**config.mk**
```make
export PLATFORM = sky130hd
export DESIGN_NAME = io_port_bank
export DESIGN_NICKNAME = d
export VERILOG_FILES = /design/src/rtl/io_port_bank.sv
export SDC_FILE = /design/constraint.sdc
export NUM_CORES = 1
export LEC_CHECK = 0
export BUFFER_PORTS_ARGS = -buffer_cell sky130_fd_sc_hd__buf_2
export CELL_PAD_IN_SITES_DETAIL_PLACEMENT = 2
export CELL_PAD_IN_SITES_GLOBAL_PLACEMENT = 2
export CORE_MARGIN = 5
export CORE_UTILIZATION = 38
export CTS_BUF_LIST = sky130_fd_sc_hd__clkbuf_2
export CTS_CLUSTER_SIZE = 12
export DETAILED_ROUTE_END_ITERATION = 8
export PLACE_DENSITY_LB_ADDON = 0.1
export SYNTH_ARGS = -nofsm -noshare
export SYNTH_HDL_FRONTEND = slang
export SYNTH_SLANG_ARGS = --single-unit
```
**constraint.sdc**
```tcl
create_clock -name clk -period 3.35 [get_ports clk]
set_input_delay 0.5025 -clock clk [delete_from_list [all_inputs] [get_ports clk]]
set_output_delay 0.5025 -clock clk [all_outputs]
set_load 0.02 [all_outputs]
```
**src/rtl/io_port_bank.sv**
```systemverilog
// Memory-mapped I/O responder: GPIO, free-running timer with compare, and a
// small TX FIFO feeding an 8N1 UART transmitter, with one level interrupt.
module io_port_bank #(
  parameter int GPIO_WIDTH     = 8,
  parameter int FIFO_DEPTH_LOG = 2,
  parameter int CLKS_PER_BIT   = 16
) (
  input  logic                  clk,
  input  logic                  resetb,
  input  logic [7:0]            io_addr,
  input  logic                  io_en,
  input  logic                  io_we,
  input  logic [31:0]           io_data_write,
  output logic [31:0]           io_data_read,
  input  logic [GPIO_WIDTH-1:0] gpio_in,
  output logic [GPIO_WIDTH-1:0] gpio_out,
  output logic                  uart_tx,
  output logic                  irq
);

  localparam int DEPTH  = 1 << FIFO_DEPTH_LOG;
  localparam int BAUD_W = $clog2(CLKS_PER_BIT);
  localparam logic [BAUD_W-1:0] BAUD_RELOAD = BAUD_W'(CLKS_PER_BIT - 1);

  localparam logic [5:0] A_GPIO_OUT = 6'h00;
  localparam logic [5:0] A_GPIO_IN  = 6'h01;
  localparam logic [5:0] A_COUNT    = 6'h02;
  localparam logic [5:0] A_CMP      = 6'h03;
  localparam logic [5:0] A_CTRL     = 6'h04;
  localparam logic [5:0] A_STATUS   = 6'h05;
  localparam logic [5:0] A_TX_DATA  = 6'h06;

  typedef enum logic [1:0] {S_IDLE, S_START, S_DATA, S_STOP} uart_state_t;

  logic [GPIO_WIDTH-1:0]   r_gpio_out;
  logic [GPIO_WIDTH-1:0]   r_sync1;
  logic [GPIO_WIDTH-1:0]   r_sync2;
  logic [31:0]             r_count;
  logic [31:0]             r_cmp;
  logic [2:0]              r_ctrl;
  logic                    r_match;
  logic                    r_ovf;
  logic [7:0]              r_fifo_mem [DEPTH];
  logic [FIFO_DEPTH_LOG-1:0] r_wr_ptr;
  logic [FIFO_DEPTH_LOG-1:0] r_rd_ptr;
  logic [FIFO_DEPTH_LOG:0] r_fifo_cnt;
  uart_state_t             r_state;
  logic [BAUD_W-1:0]       r_baud;
  logic [2:0]              r_bit_idx;
  logic [7:0]              r_shift;
  logic                    r_tx;

  logic [5:0]  w_sel;
  logic        w_wr;
  logic        w_wr_status;
  logic        w_push_req;
  logic        w_full;
  logic        w_empty;
  logic        w_push;
  logic        w_pop;
  logic        w_busy;
  logic [31:0] w_status;
  logic [1:0]  w_unused_addr;

  assign w_sel         = io_addr[7:2];
  assign w_unused_addr = io_addr[1:0];
  assign w_wr          = io_en & io_we;
  assign w_wr_status   = w_wr && (w_sel == A_STATUS);
  assign w_push_req    = w_wr && (w_sel == A_TX_DATA);

  assign w_full  = (r_fifo_cnt == (FIFO_DEPTH_LOG + 1)'(DEPTH));
  assign w_empty = (r_fifo_cnt == '0);
  assign w_busy  = (r_state != S_IDLE);
  // Full is judged before the edge, so a pop in the same cycle cannot rescue a push.
  assign w_push  = w_push_req & ~w_full;
  assign w_pop   = (r_state == S_IDLE) & ~w_empty;

  assign w_status = {16'd0, 8'(r_fifo_cnt), 3'd0, r_ovf, w_busy, w_empty, w_full, r_match};

  always_comb begin
    io_data_read = '0;
    if (io_en) begin
      case (w_sel)
        A_GPIO_OUT: io_data_read = 32'(r_gpio_out);
        A_GPIO_IN:  io_data_read = 32'(r_sync2);
        A_COUNT:    io_data_read = r_count;
        A_CMP:      io_data_read = r_cmp;
        A_CTRL:     io_data_read = {29'd0, r_ctrl};
        A_STATUS:   io_data_read = w_status;
        default:    io_data_read = '0;
      endcase
    end
  end

  always_ff @(posedge clk) begin
    if (!resetb) begin
      r_gpio_out <= '0;
      r_sync1    <= '0;
      r_sync2    <= '0;
      r_count    <= '0;
      r_cmp      <= '0;
      r_ctrl     <= '0;
      r_match    <= 1'b0;
    end else begin
      r_sync1 <= gpio_in;
      r_sync2 <= r_sync1;
      if (w_wr && (w_sel == A_GPIO_OUT)) r_gpio_out <= io_data_write[GPIO_WIDTH-1:0];
      if (w_wr && (w_sel == A_COUNT)) begin
        r_count <= io_data_write;
      end else if (r_ctrl[0]) begin
        r_count <= r_count + 32'd1;
      end
      if (w_wr && (w_sel == A_CMP))  r_cmp  <= io_data_write;
      if (w_wr && (w_sel == A_CTRL)) r_ctrl <= io_data_write[2:0];
      // Clear first so a coincident match set overrides the W1C.
      if (w_wr_status && io_data_write[0]) r_match <= 1'b0;
      if (r_ctrl[0] && (r_count == r_cmp)) r_match <= 1'b1;
    end
  end

  always_ff @(posedge clk) begin
    if (w_push) r_fifo_mem[r_wr_ptr] <= io_data_write[7:0];
  end

  always_ff @(posedge clk) begin
    if (!resetb) begin
      r_wr_ptr   <= '0;
      r_rd_ptr   <= '0;
      r_fifo_cnt <= '0;
      r_ovf      <= 1'b0;
    end else begin
      if (w_push) r_wr_ptr <= r_wr_ptr + FIFO_DEPTH_LOG'(1);
      if (w_pop)  r_rd_ptr <= r_rd_ptr + FIFO_DEPTH_LOG'(1);
      case ({w_push, w_pop})
        2'b10:   r_fifo_cnt <= r_fifo_cnt + (FIFO_DEPTH_LOG + 1)'(1);
        2'b01:   r_fifo_cnt <= r_fifo_cnt - (FIFO_DEPTH_LOG + 1)'(1);
        default: r_fifo_cnt <= r_fifo_cnt;
      endcase
      if (w_wr_status && io_data_write[4]) r_ovf <= 1'b0;
      if (w_push_req && w_full) r_ovf <= 1'b1;
    end
  end

  // The shifter doubles as the registered read port of the FIFO memory.
  always_ff @(posedge clk) begin
    if (!resetb) begin
      r_state   <= S_IDLE;
      r_tx      <= 1'b1;
      r_baud    <= '0;
      r_bit_idx <= '0;
      r_shift   <= '0;
    end else begin
      case (r_state)
        S_IDLE: begin
          r_tx <= 1'b1;
          if (w_pop) begin
            r_shift <= r_fifo_mem[r_rd_ptr];
            r_tx    <= 1'b0;
            r_baud  <= BAUD_RELOAD;
            r_state <= S_START;
          end
        end
        S_START: begin
          if (r_baud == '0) begin
            r_baud    <= BAUD_RELOAD;
            r_tx      <= r_shift[0];
            r_shift   <= {1'b0, r_shift[7:1]};
            r_bit_idx <= '0;
            r_state   <= S_DATA;
          end else begin
            r_baud <= r_baud - BAUD_W'(1);
          end
        end
        S_DATA: begin
          if (r_baud == '0) begin
            r_baud <= BAUD_RELOAD;
            if (r_bit_idx == 3'd7) begin
              r_tx    <= 1'b1;
              r_state <= S_STOP;
            end else begin
              r_tx      <= r_shift[0];
              r_shift   <= {1'b0, r_shift[7:1]};
              r_bit_idx <= r_bit_idx + 3'd1;
            end
          end else begin
            r_baud <= r_baud - BAUD_W'(1);
          end
        end
        S_STOP: begin
          if (r_baud == '0) begin
            r_state <= S_IDLE;
          end else begin
            r_baud <= r_baud - BAUD_W'(1);
          end
        end
        default: r_state <= S_IDLE;
      endcase
    end
  end

  assign gpio_out = r_gpio_out;
  assign uart_tx  = r_tx;
  assign irq      = (r_match & r_ctrl[1]) | (w_empty & ~w_busy & r_ctrl[2]);

endmodule

```
# Word level (Yosys, flattened, before mapping)
# Memory sizes are Yosys's and may differ from the RTL's. A register that Yosys moved wholly into a read port is not among the register bits.
# Cells that the tools add are included.
dict set report totals {
  output_inout_bits 42
  input_bits 52
  regBits 118
  ram_bits 32
  latchBits 0
  romBits 0
  wordCells 119
  memories 1
}
dict set report classes {
  muxes 37
  shift 0
  bitwise 10
  mul 0
  eq_ne 21
  n_reduce_logical 27
  magnitude_cmp 0
  div_mod_pow 0
  addsub 7
}
# name words word_bits rd rd_ports_with_merged_regs write_ports line
set memory_table {}
lappend memory_table {r_fifo_mem 4 8 1 1 1 43} ;# logic [7:0] r_fifo_mem [DEPTH];
# cell count
set op_table {}
lappend op_table {{$pmux W32 S6} 1}
lappend op_table {{$mux W32} 3}
lappend op_table {{$add A32 B1 Y32 const B} 1}
lappend op_table {{$eq A32 B32 Y1} 1}
lappend op_table {{$mux W8} 4}
lappend op_table {{$pmux W8 S3} 1}
lappend op_table {{$eq A6 B3 Y1 const B} 3}
lappend op_table {{$mux W2} 7}
lappend op_table {{$ne A2 B2 Y1 const B} 7}
lappend op_table {{$eq A6 B2 Y1 const B} 2}
lappend op_table {{$mux W4} 3}
lappend op_table {{$pmux W3 S2} 2}
lappend op_table {{$pmux W4 S3} 1}
lappend op_table {{$reduce_bool A2 Y1} 6}
lappend op_table {{$logic_and A1 B1 Y1} 10}
lappend op_table {{$mux W1} 10}
lappend op_table {{$reduce_and A5 Y1} 2}
lappend op_table {{$mux W3} 3}
lappend op_table {{$pmux W2 S4} 1}
lappend op_table {{$add A3 B1 Y3 const B} 2}
lappend op_table {{$and A1 B1 Y1} 6}
lappend op_table {{$eq A2 B2 Y1 const B} 3}
lappend op_table {{$eq A3 B3 Y1 const B} 2}
lappend op_table {{$eq A6 B1 Y1 const B} 1}
lappend op_table {{other kinds (16)} 20}

# Longest topological paths before layout
# Gate-level depths: netlist of the first run.
dict set report logic_depth {
  depth_word 5
  depth_mapped 10
  mapped_depth_nobuf 10
}

# Least setup slack after synthesis of the first run
# No wires, ideal clock.
dict set report synth_path {
  path_type {input to output}
  startpoint {input io_addr[5]}
  endpoint {output io_data_read[2]}
  t_required_ns 2.847
  stages 4
  t_arrival_ns 2.317
  path_buffers 0
  slack_ns 0.530
  path_cell_list {or4b_2 > nor3b_2 > a22oi_1 > a21boi_0}
}
dict set report synth_between {
  elab_chain_cells 3
  word_cells_on_any_way 8
  classes_between {eq/ne (5); mux (2); reduce/logical (1)}
}
# element line
set synth_rtl {}
lappend synth_rtl {{start: declaration} 10} ;# input logic [7:0] io_addr,
lappend synth_rtl {{$eq A6 B3 Y1 (tied with other cells)} 83} ;# case (w_sel)
lappend synth_rtl {{$pmux W32 S6 *} 83}
lappend synth_rtl {{$mux W32 *} 82} ;# if (io_en) begin
lappend synth_rtl {{end: declaration} 14} ;# output logic [31:0] io_data_read,
# Every way passes the cells marked *; elsewhere a longest branch is shown, timed or not.

# Worst setup path after layout of the first run
dict set report layout_path {
  startpoint {register r_fifo_cnt[2]}
  endpoint {output io_data_read[1]}
}
dict set report layout_between {
  elab_chain_cells 3
}
# element line
set layout_rtl {}
lappend layout_rtl {{start: declaration} 46} ;# logic [FIFO_DEPTH_LOG:0] r_fifo_cnt;
lappend layout_rtl {{start signal: assignment} 135} ;# 2'b10: r_fifo_cnt <= r_fifo_cnt + (FIFO_DEPTH_LOG + 1)'(1);
lappend layout_rtl {{start signal: assignment} 136} ;# 2'b01: r_fifo_cnt <= r_fifo_cnt - (FIFO_DEPTH_LOG + 1)'(1);
lappend layout_rtl {{start signal: assignment} 137} ;# default: r_fifo_cnt <= r_fifo_cnt;
lappend layout_rtl {{$eq A3 B3 Y1} 71} ;# assign w_full = (r_fifo_cnt == (FIFO_DEPTH_LOG + 1)'(DEPTH));
lappend layout_rtl {{$pmux W32 S6} 83}
lappend layout_rtl {{$mux W32} 82}
# No other way between the ends.

==> results of run 1 <==
==> registers in the layout (all words and copies together) (netlist names), 2 cells and up, named ones only <==
name        count
r_sync1         8
r_bit_idx       3
r_ctrl          3
r_sync2         8
r_shift         8
r_count        32
gpio_out        8
r_state         2
r_fifo_cnt      3
r_wr_ptr        2
r_fifo_mem     32
r_rd_ptr        2
r_cmp          32
r_baud          4
==> critical path, delay by kind of cell (launching register included) <==
family,cells,cell delay [ps]
and+or+nand+nor,2,640
AOI/OAI and AO/OA,3,420
buffers and inverters,1,210
DFF,1,550
==> cell families (layout without fill, tap and decap cells) <==
logic type	count (synthesis)	after routing	share of synthesized area (%)
and+or+nand+nor	295	295	19.5
AOI/OAI and AO/OA	159	159	13.2
DFF	152	152	44.6
buffers and inverters	77	195	4.64
xor gates and xnor gates	68	68	7.89
muxes	40	40	7.35
adders and majority gates	16	16	2.75
other	0	3	0
==> layout by cell type, fill, tap and decap left out, drive strengths merged, types with 21 or more instances in the layout <==
cell type	count
a21oi	61
a22oi	30
and2	21
buf	108
dfxtp	120
dlygate4sd3	39
edfxtp	32
inv	21
mux2i	25
nand2	85
nand4	23
nor2	87
o21ai	26
xnor2	30
xor2	38
==> per-layer routing <==
metal  vias to the layer above  wire (µm)
met3                        21        809
met5                         -          0
met4                         0        352
li1                       3077          -
met2                        86      13500
met1                      3243      10900
==> worst max path at each step <==
stage                 endpoint                        from  slack [ps]
6_report       io_data_read[1]  r_fifo_cnt[2]$_SDFFE_PN0P_         280
5_1_grt        io_data_read[1]  r_fifo_cnt[2]$_SDFFE_PN0P_         100
4_1_cts        io_data_read[1]  r_fifo_cnt[2]$_SDFFE_PN0P_         220
3_5_place_dp   io_data_read[2]                  io_addr[5]         310
3_3_place_gp   io_data_read[2]                  io_addr[5]         330
2_1_floorplan  io_data_read[2]                  io_addr[5]         530
==> area by class of cell <==
class / instances / area (µm²) / area share, %
repair buffers: 147 / 973 / 11.1
clock buffers: 18 / 90.1 / 1.03
clock inverters: 14 / 116 / 1.33
well taps: 265 / 332 / 3.78
diodes: 3 / 7.51 / 0.0855
flip-flops and latches: 152 / 3360 / 38.3
inverters: 16 / 61.3 / 0.698
multi-input cells: 578 / 3840 / 43.7
==> power by group <==
group	internal [W]	leakage [nW]	total, W	switching [W]
Sequential	0.00195	1.26	0.00202	0.0000747
Combinational	0.000318	1.92	0.000745	0.000427
Clock	0.000215	0.120	0.000964	0.000749
Total	0.00248	3.30	0.00373	0.00125
==> repair_timing <==
| item | CTS | global route |
|---|---|---|
| endpoints found under the hold margin | 65 | 4 |
| hold buffers | 38 | 1 |
| setup endpoints to repair | 1 | 0 |
| gates resized for setup | 1 | 0 |
==> through the flow <==
step                      hold slack [ps]  total power (W)  util [%]  worst slack, ps  cells
after floorplan                       412          0.00252         -              530    807
after global placement                416          0.00271      41.8              332   1119
after detailed placement              422          0.00277      41.8              305   1119
after CTS                            7.82          0.00378      44.9              220   1189
after global routing                -4.86          0.00394      45.0             99.8   1193
final                                92.5          0.00373      45.0              277   1193
==> results.yml, run 1 <==
global_routing:
  globalRouteMet3Util_pct: 3.89
  grt-ovfl-total: 0
  grt_pass1_wl_mm: 40.1
  grt.busiest_layer: "met2"
  use_met1_pct: 28.0
  grt_usage_pct: 23.0
  first_global_vias: 7087
  grtUsageMet2_pct: 42.5
  antenna_found_initial: 2
  grt_max_degree: 62
setup_path:
  r2r-start: "r_fifo_cnt[2]$_SDFFE_PN0P_"
  rrSetupSlack_ps: 880
  slowest_delay_ps: 550
  path_class: "flop to output port"
  worst_ep_required_time_ps: 2850
  cp_cell_sequence: "nor3b_2 > a22oi_1 > nor3b_1 > a211oi_1 > a21boi_0 > buf_2"
  r2r_cells: 9
  worstSetupEndpointType: "output port"
  path_max_fanout: 6
  rr_endpoint: "r_fifo_cnt[2]$_SDFFE_PN0P_"
  arrival_ps: 2570
  start_kind: "flop"
  cp_slowest_cell: "dfxtp_1"
placement:
  hpwl_mm: 17.8
  place_area_mm2: 0.00817
  gp_congestion: 0.762
  portBuffers: 91
synthesis:
  yosysWarnings: 0
  synth_edf_count: 32
  yosys-top-cells-area: "dfxtp_1 (32%), edfxtp_1 (13%), xor2_1 (4.4%), nor2_1 (4.3%), nand2_1 (4.2%)"
  synth_top_cell_by_area: "dfxtp_1"
  syn_nets: 875
  synth_common_cells: "dfxtp_1 (120), nor2_1 (87), nand2_1 (85), a21oi_1 (61), clkbuf_1 (43)"
  syn-cell-area_mm2: 0.00755
  synth_top_cell_area_share_pct: 31.8
  async_flop_share_pct: 0
  syn_inst: 807
  synth.most_common_cell: "dfxtp_1"
  synth.distinct_cells: 57
  synth_ff_type: "dfxtp_1"
  ys_ff_latch: 152
  synth-seq-area-share_pct: 44.6
  avgSynthCellArea_um2: 9.35
floorplanning:
  ios: 94
  core_mm2: 0.0195
  dieArea_mm2: 0.0228
  rows: 51
  die_h_um: 151
  start_util_pct: 38.6
  dieWidth_um: 151
timing:
  period_share_pct: 91.7
  rsz0062_at_grt: "no"
  fin_tns_setup_ps: 0
  worstMarginPinSlew_ps: 905
  slew_headroom_pct: 39.3
  skew_ps: 32.5
  finalHoldViolations: 0
  clock.fmax_ghz: 0.325
  setup_violations: 0
  min_period_ps: 3070
  finalMaxSlewViolations: 0
worst_hold_path:
  min_from: "io_data_write[1]"
  hp-class: "primary input to flop"
  hold_path_depth: 1
  min_to: "r_fifo_mem[3][1]$_DFFE_PP_"
finish:
  fill_cells: 2168
  drive_above_1_share_pct: 18.3
  final_area_mm2: 0.00878
  finalNetCount: 980
  syn_to_final_growth_pct: 16.4
cts:
  tritoncts: "done"
  clock_sinks: 152
  path_clk_slew_ps: 230
  htree_levels: 4
  clock_latency_ps: 770
  clock_path_buffers: 2
  cts_root_buf: "clkbuf_2"
  post_cts_buffers: 0
  numCtsBuffers: 17
power_and_ir_drop:
  ir_worst_vdd_uv: 171
  leakagePower_nw: 3.30
  power_density_mw_per_mm2: 425
routing:
  drc: 0
  final_antenna_net_count: 0
  first_iter_violations: 241
  wl_mm: 25.5
  dr_total_vias: 6427
  first_pass_iters: 5
  wl_per_cell_um: 21.4
  routed_via_density: 5.39
run_status:
  status: "completed"
job:
  maxCapViolations: 0
No activity file was read; power rests on OpenSTA's default activity.
==> run 2, diff against run 1 <==
CORE_ASPECT_RATIO = 0.8   (was not set)
CORE_MARGIN = 1.5   (was 5)
==> run 2 against run 1 <==
  * Final cell count is 1.4% lower
  * Largest cell class unchanged
  * Largest power group unchanged
  * Critical path type is now primary input to output port
  * Highest routed layer unchanged
  * Final area is 0.36% lower
  * Count of clock-buffer cells in the layout is 1 higher
  * Non-clock buffer count is 8 lower
  * Combinational power is 2% higher
  * Global-route usage is 2.7 points higher
==> results.yml, run 2 (same netlist as run 1, synthesis figures left out) <==
setup_path:
  path_class: "primary input to output port"
  start_kind: "primary input"
  r2r-start: "r_state[0]$_SDFFE_PN0P_"
  rrSetupSlack_ps: 820
  arrival_ps: 2460
  path_max_fanout: 5
  worstSetupEndpointType: "output port"
  worst_ep_required_time_ps: 2850
  crit_path_start: "io_addr[5]"
routing:
  wl_met1_mm: 11.7
  wl_mm: 25.5
  routed-wl-met2_mm: 12.5
  wl_met3_um: 892
  routed.top_layer: "met4"
  wl_per_cell_um: 21.7
  routed_via_density: 5.60
  first_pass_iters: 5
  drc: 0
  final_antenna_net_count: 0
  dr_total_vias: 6589
  first_iter_violations: 344
floorplanning:
  rows: 45
  dieWidth_um: 161
  dieArea_mm2: 0.0207
  die_h_um: 129
  ios: 94
  core_mm2: 0.0192
  start_util_pct: 39.3
cts:
  numCtsBuffers: 17
  clock_latency_ps: 740
  cts_root_buf: "clkbuf_2"
  clock_sinks: 152
  post_cts_buffers: 0
  path_clk_slew_ps: 220
  clock_path_buffers: 2
  tritoncts: "done"
  htree_levels: 4
timing:
  min_period_ps: 2970
  setup_violations: 0
  slew_headroom_pct: 37.6
  finalHoldViolations: 0
  hold_ws_ps: 98.1
  finalWorstSetupSlack_ps: 384
  skew_ps: 37.8
  clock.fmax_ghz: 0.337
  fin_tns_setup_ps: 0
  worstMarginPinSlew_ps: 931
  period_share_pct: 88.5
  rsz0062_at_grt: "no"
  finalMaxSlewViolations: 0
placement:
  hpwl_mm: 17.5
  place_area_mm2: 0.00815
  portBuffers: 91
  place_ws_ps: 384
  dp.cells: 1109
  gp_congestion: 0.770
run_status:
  status: "completed"
finish:
  syn_to_final_growth_pct: 16.0
  fill_cells: 2068
  most-common-layout-cells: "dfxtp_1 (120), buf_2 (91), nor2_1 (87)"
  regArea_mm2: 0.00336
  stdcell_count: 1176
  finalNetCount: 972
  multi_input_area_mm2: 0.00384
  final_area_mm2: 0.00875
  final_common_cell: "dfxtp_1"
  top_regs: "r_cmp x32, r_count x32, r_fifo_mem x32"
  drive_above_1_share_pct: 17.8
power_and_ir_drop:
  ir_worst_vdd_uv: 202
  leakagePower_nw: 3.29
  power_density_mw_per_mm2: 447
worst_hold_path:
  hp-class: "primary input to flop"
  min_from: "io_data_write[0]"
job:
  maxCapViolations: 0
global_routing:
  grt_max_degree: 62
  first_global_vias: 7111
  antenna_found_initial: 1
  grt-ovfl-total: 0
  grt_usage_pct: 25.7
  grt_pass1_wl_mm: 40.6
## run 2: cell count changes in the layout (fill, tap and decap cells not counted)
cell,delta
buf_12,+1
buf_4,-4
bufinv_16,+3
clkbuf_2,+1
clkinv_1,+3
clkinv_4,-1
clkinvlp_4,-2
diode_2,-2
dlygate4sd3_1,-5
inv_4,+1
inv_6,-4
inv_8,-1
## run 2: final cells by class
| type | instances | area share (%) |
|---|---|---|
| diodes | 1 | 0.0286 |
| well taps | 258 | 3.69 |
| flip-flops and latches | 152 | 38.4 |
| clock buffers | 19 | 1.09 |
| repair buffers | 139 | 10.4 |
| multi-input cells | 578 | 43.9 |
| inverters | 16 | 0.701 |
| clock inverters | 13 | 1.76 |
## run 2: metrics by stage
stage / util [%] / total power (W)
after global routing: 45.6 / 0.00411
after floorplan: - / 0.00252
after detailed placement: 42.5 / 0.00278
after global placement: 42.5 / 0.00271
final: 45.6 / 0.00391
after CTS: 45.5 / 0.00395
## run 2: worst paths after layout
check	endpoint	depth (start not counted)
setup / recovery	io_data_read[0]	6
hold / removal	r_cmp[0]$_SDFFE_PN0P_	3
setup reg to reg	r_fifo_cnt[2]$_SDFFE_PN0P_	10
hold reg to reg	r_sync2[7]$_SDFF_PN0_	1
## run 2: worst max-delay path: stages
cell and delay [ps]:
buf_2 130, or4b_2 770, nor3_1 440, a22oi_1 160, a21boi_0 240, buf_2 210
## run 2: metal layers
layer | vias to the layer above | global-route usage [%]
li1 | 3051 | -
met1 | 3357 | 33.2
met2 | 150 | 45.0
met3 | 31 | 3.94
met4 | 0 | 7.09
met5 | - | 0
## run 2: repair_timing
action | CTS | global route
hold endpoints to repair | 42 | 3
resized for setup | 0 | 1
endpoints found under the setup margin | 0 | 1
hold buffers | 33 | 1
## run 2: where the power goes
| part | leakage, nW | switching, W | internal (W) |
|---|---|---|---|
| clock network | 0.147 | 0.000714 | 0.000418 |
| registers | 1.26 | 0.0000765 | 0.00195 |
| logic | 1.89 | 0.000443 | 0.000314 |
| total | 3.29 | 0.00123 | 0.00268 |
==> run 3, diff against run 2 <==
CORE_ASPECT_RATIO = not set   (was 0.8)
==> run 3 against run 2 <==
  * Wire length down 2.3%
  * Non-clock buffer count rose by 6
  * Count of clock-buffer cells in the layout shrank 2
  * Combinational power down 0.5%
  * Sequential share of layout area fell by 0.14 points
  * Final area rose by 0.36%
  * Final cell count increased by 1.2%
  * Largest cell class unchanged
  * Largest power group unchanged
==> results.yml, run 3 (same netlist as run 1, synthesis figures left out) <==
cts:
  htree_levels: 4
  clock_latency_ps: 760
  clock_path_buffers: 2
  clock_sinks: 152
  numCtsBuffers: 17
  post_cts_buffers: 0
  tritoncts: "done"
  path_clk_slew_ps: 230
  cts_root_buf: "clkbuf_2"
floorplanning:
  rows: 51
  start_util_pct: 38.8
  ios: 94
  dieWidth_um: 144
  dieArea_mm2: 0.0207
  die_h_um: 144
  core_mm2: 0.0195
global_routing:
  grt_pass1_wl_mm: 38.7
  grt-ovfl-total: 0
  grt_usage_pct: 24.9
  grt_max_degree: 68
  first_global_vias: 6924
  antenna_found_initial: 2
setup_path:
  path_class: "flop to output port"
  arrival_ps: 2590
  rrSetupSlack_ps: 880
  r2r_cells: 9
  path_max_fanout: 6
  r2r-start: "r_fifo_cnt[2]$_SDFFE_PN0P_"
  rr_endpoint: "r_fifo_cnt[2]$_SDFFE_PN0P_"
  worst_ep_required_time_ps: 2850
  start_kind: "flop"
  worstSetupEndpointType: "output port"
power_and_ir_drop:
  seqPwrFrac_pct: 53.2
  clock_power_share_pct: 27.0
  p_int_w: 0.00255
  ir_worst_vdd_uv: 181
  p_comb_share_pct: 19.8
  leakagePower_nw: 3.30
  p_sw_w: 0.00126
  power_density_mw_per_mm2: 433
  power.share.switching_pct: 33.1
finish:
  top_regs: "r_cmp x32, r_count x32, r_fifo_mem x32"
  drive_above_1_share_pct: 18.1
  finalNetCount: 978
  most-common-layout-cells: "dfxtp_1 (120), buf_2 (91), nor2_1 (87)"
  syn_to_final_growth_pct: 16.4
  final_core_util_pct: 45.1
  final_area_mm2: 0.00878
  final_common_cell: "dfxtp_1"
  regArea_mm2: 0.00336
  multi_input_area_mm2: 0.00384
  fill_cells: 2142
placement:
  hpwl_mm: 17.1
  portBuffers: 91
  place_area_mm2: 0.00816
  gp_congestion: 0.776
timing:
  period_share_pct: 92.3
  slew_headroom_pct: 41.9
  finalMaxSlewViolations: 0
  min_period_ps: 3090
  finalHoldViolations: 0
  skew_ps: 42.1
  rsz0062_at_grt: "no"
  clock.fmax_ghz: 0.323
  worstMarginPinSlew_ps: 866
  setup_violations: 0
  fin_tns_setup_ps: 0
job:
  maxCapViolations: 0
routing:
  drc: 0
  final_antenna_net_count: 0
  first_iter_violations: 267
  first_pass_iters: 5
  dr_total_vias: 6531
  wl_mm: 24.9
  wl_per_cell_um: 20.9
  routed_via_density: 5.49
worst_hold_path:
  hp-class: "primary input to flop"
  hold_path_depth: 1
  min_from: "io_data_write[0]"
  min_to: "r_fifo_mem[2][0]$_DFFE_PP_"
run_status:
  status: "completed"
==> run 3: how the worst max path moves through the flow <==
| stage | to | from | depth (start not counted) |
|---|---|---|---|
| after floorplan | io_data_read[2] | io_addr[5] | 4 |
| after global placement | io_data_read[0] | io_addr[5] | 6 |
| after detailed placement | r_fifo_cnt[2]$_SDFFE_PN0P_ | io_addr[5] | 10 |
| after CTS | io_data_read[1] | r_fifo_cnt[2]$_SDFFE_PN0P_ | 6 |
| after global routing | io_data_read[1] | r_fifo_cnt[2]$_SDFFE_PN0P_ | 6 |
| final | io_data_read[1] | r_fifo_cnt[2]$_SDFFE_PN0P_ | 6 |
==> run 3: repair_timing <==
item,in CTS,in global routing
hold buffers,36,2
gates resized for setup,1,0
hold endpoints to repair,63,2
setup endpoints to repair,1,0
==> run 3: power groups by stage <==
stage / registers (W) / logic, W / clock network [W]
after CTS: 0.00202 / 0.000756 / 0.00107
final: 0.00202 / 0.000753 / 0.00103
after detailed placement: 0.00206 / 0.000719 / 0
after global routing: 0.00204 / 0.000830 / 0.00114
after global placement: 0.00205 / 0.000656 / 0
after floorplan: 0.00202 / 0.000496 / 0
==> run 3: layout make-up <==
cell class	count	area share [%]
clock inverters	15	1.61
flip-flops and latches	152	38.3
inverters	16	0.698
repair buffers	145	10.9
clock buffers	17	0.969
diodes	2	0.0570
multi-input cells	578	43.7
well taps	265	3.78
==> run 3: layer usage <==
layer	routed length, µm	GRT usage [%]	vias to the layer above	part of all wire [%]
met4	285	6.23	0	1.1
met5	0	0	-	0
met3	748	4.63	19	3.0
met1	10600	29.9	3346	43
li1	-	-	3058	-
met2	13200	45.5	108	53
==> run 3: critical path: stages, from the launching register on <==
cell	delay, ps
dfxtp_1	530
nor3b_2	430
a22oi_1	160
nor3b_1	210
a211oi_1	80
a21boi_0	250
buf_2	220
==> run 3: metrics by stage <==
step / hold slack, ps / instances / power (W) / setup slack, ps
detailed placement: 426 / 1118 / 0.00278 / 394
floorplan: 412 / 807 / 0.00252 / 530
global placement: 417 / 1118 / 0.00271 / 409
CTS: 0.502 / 1186 / 0.00385 / 205
global route: 2.21 / 1189 / 0.00401 / 24.9
finish: 95.4 / 1190 / 0.00381 / 258
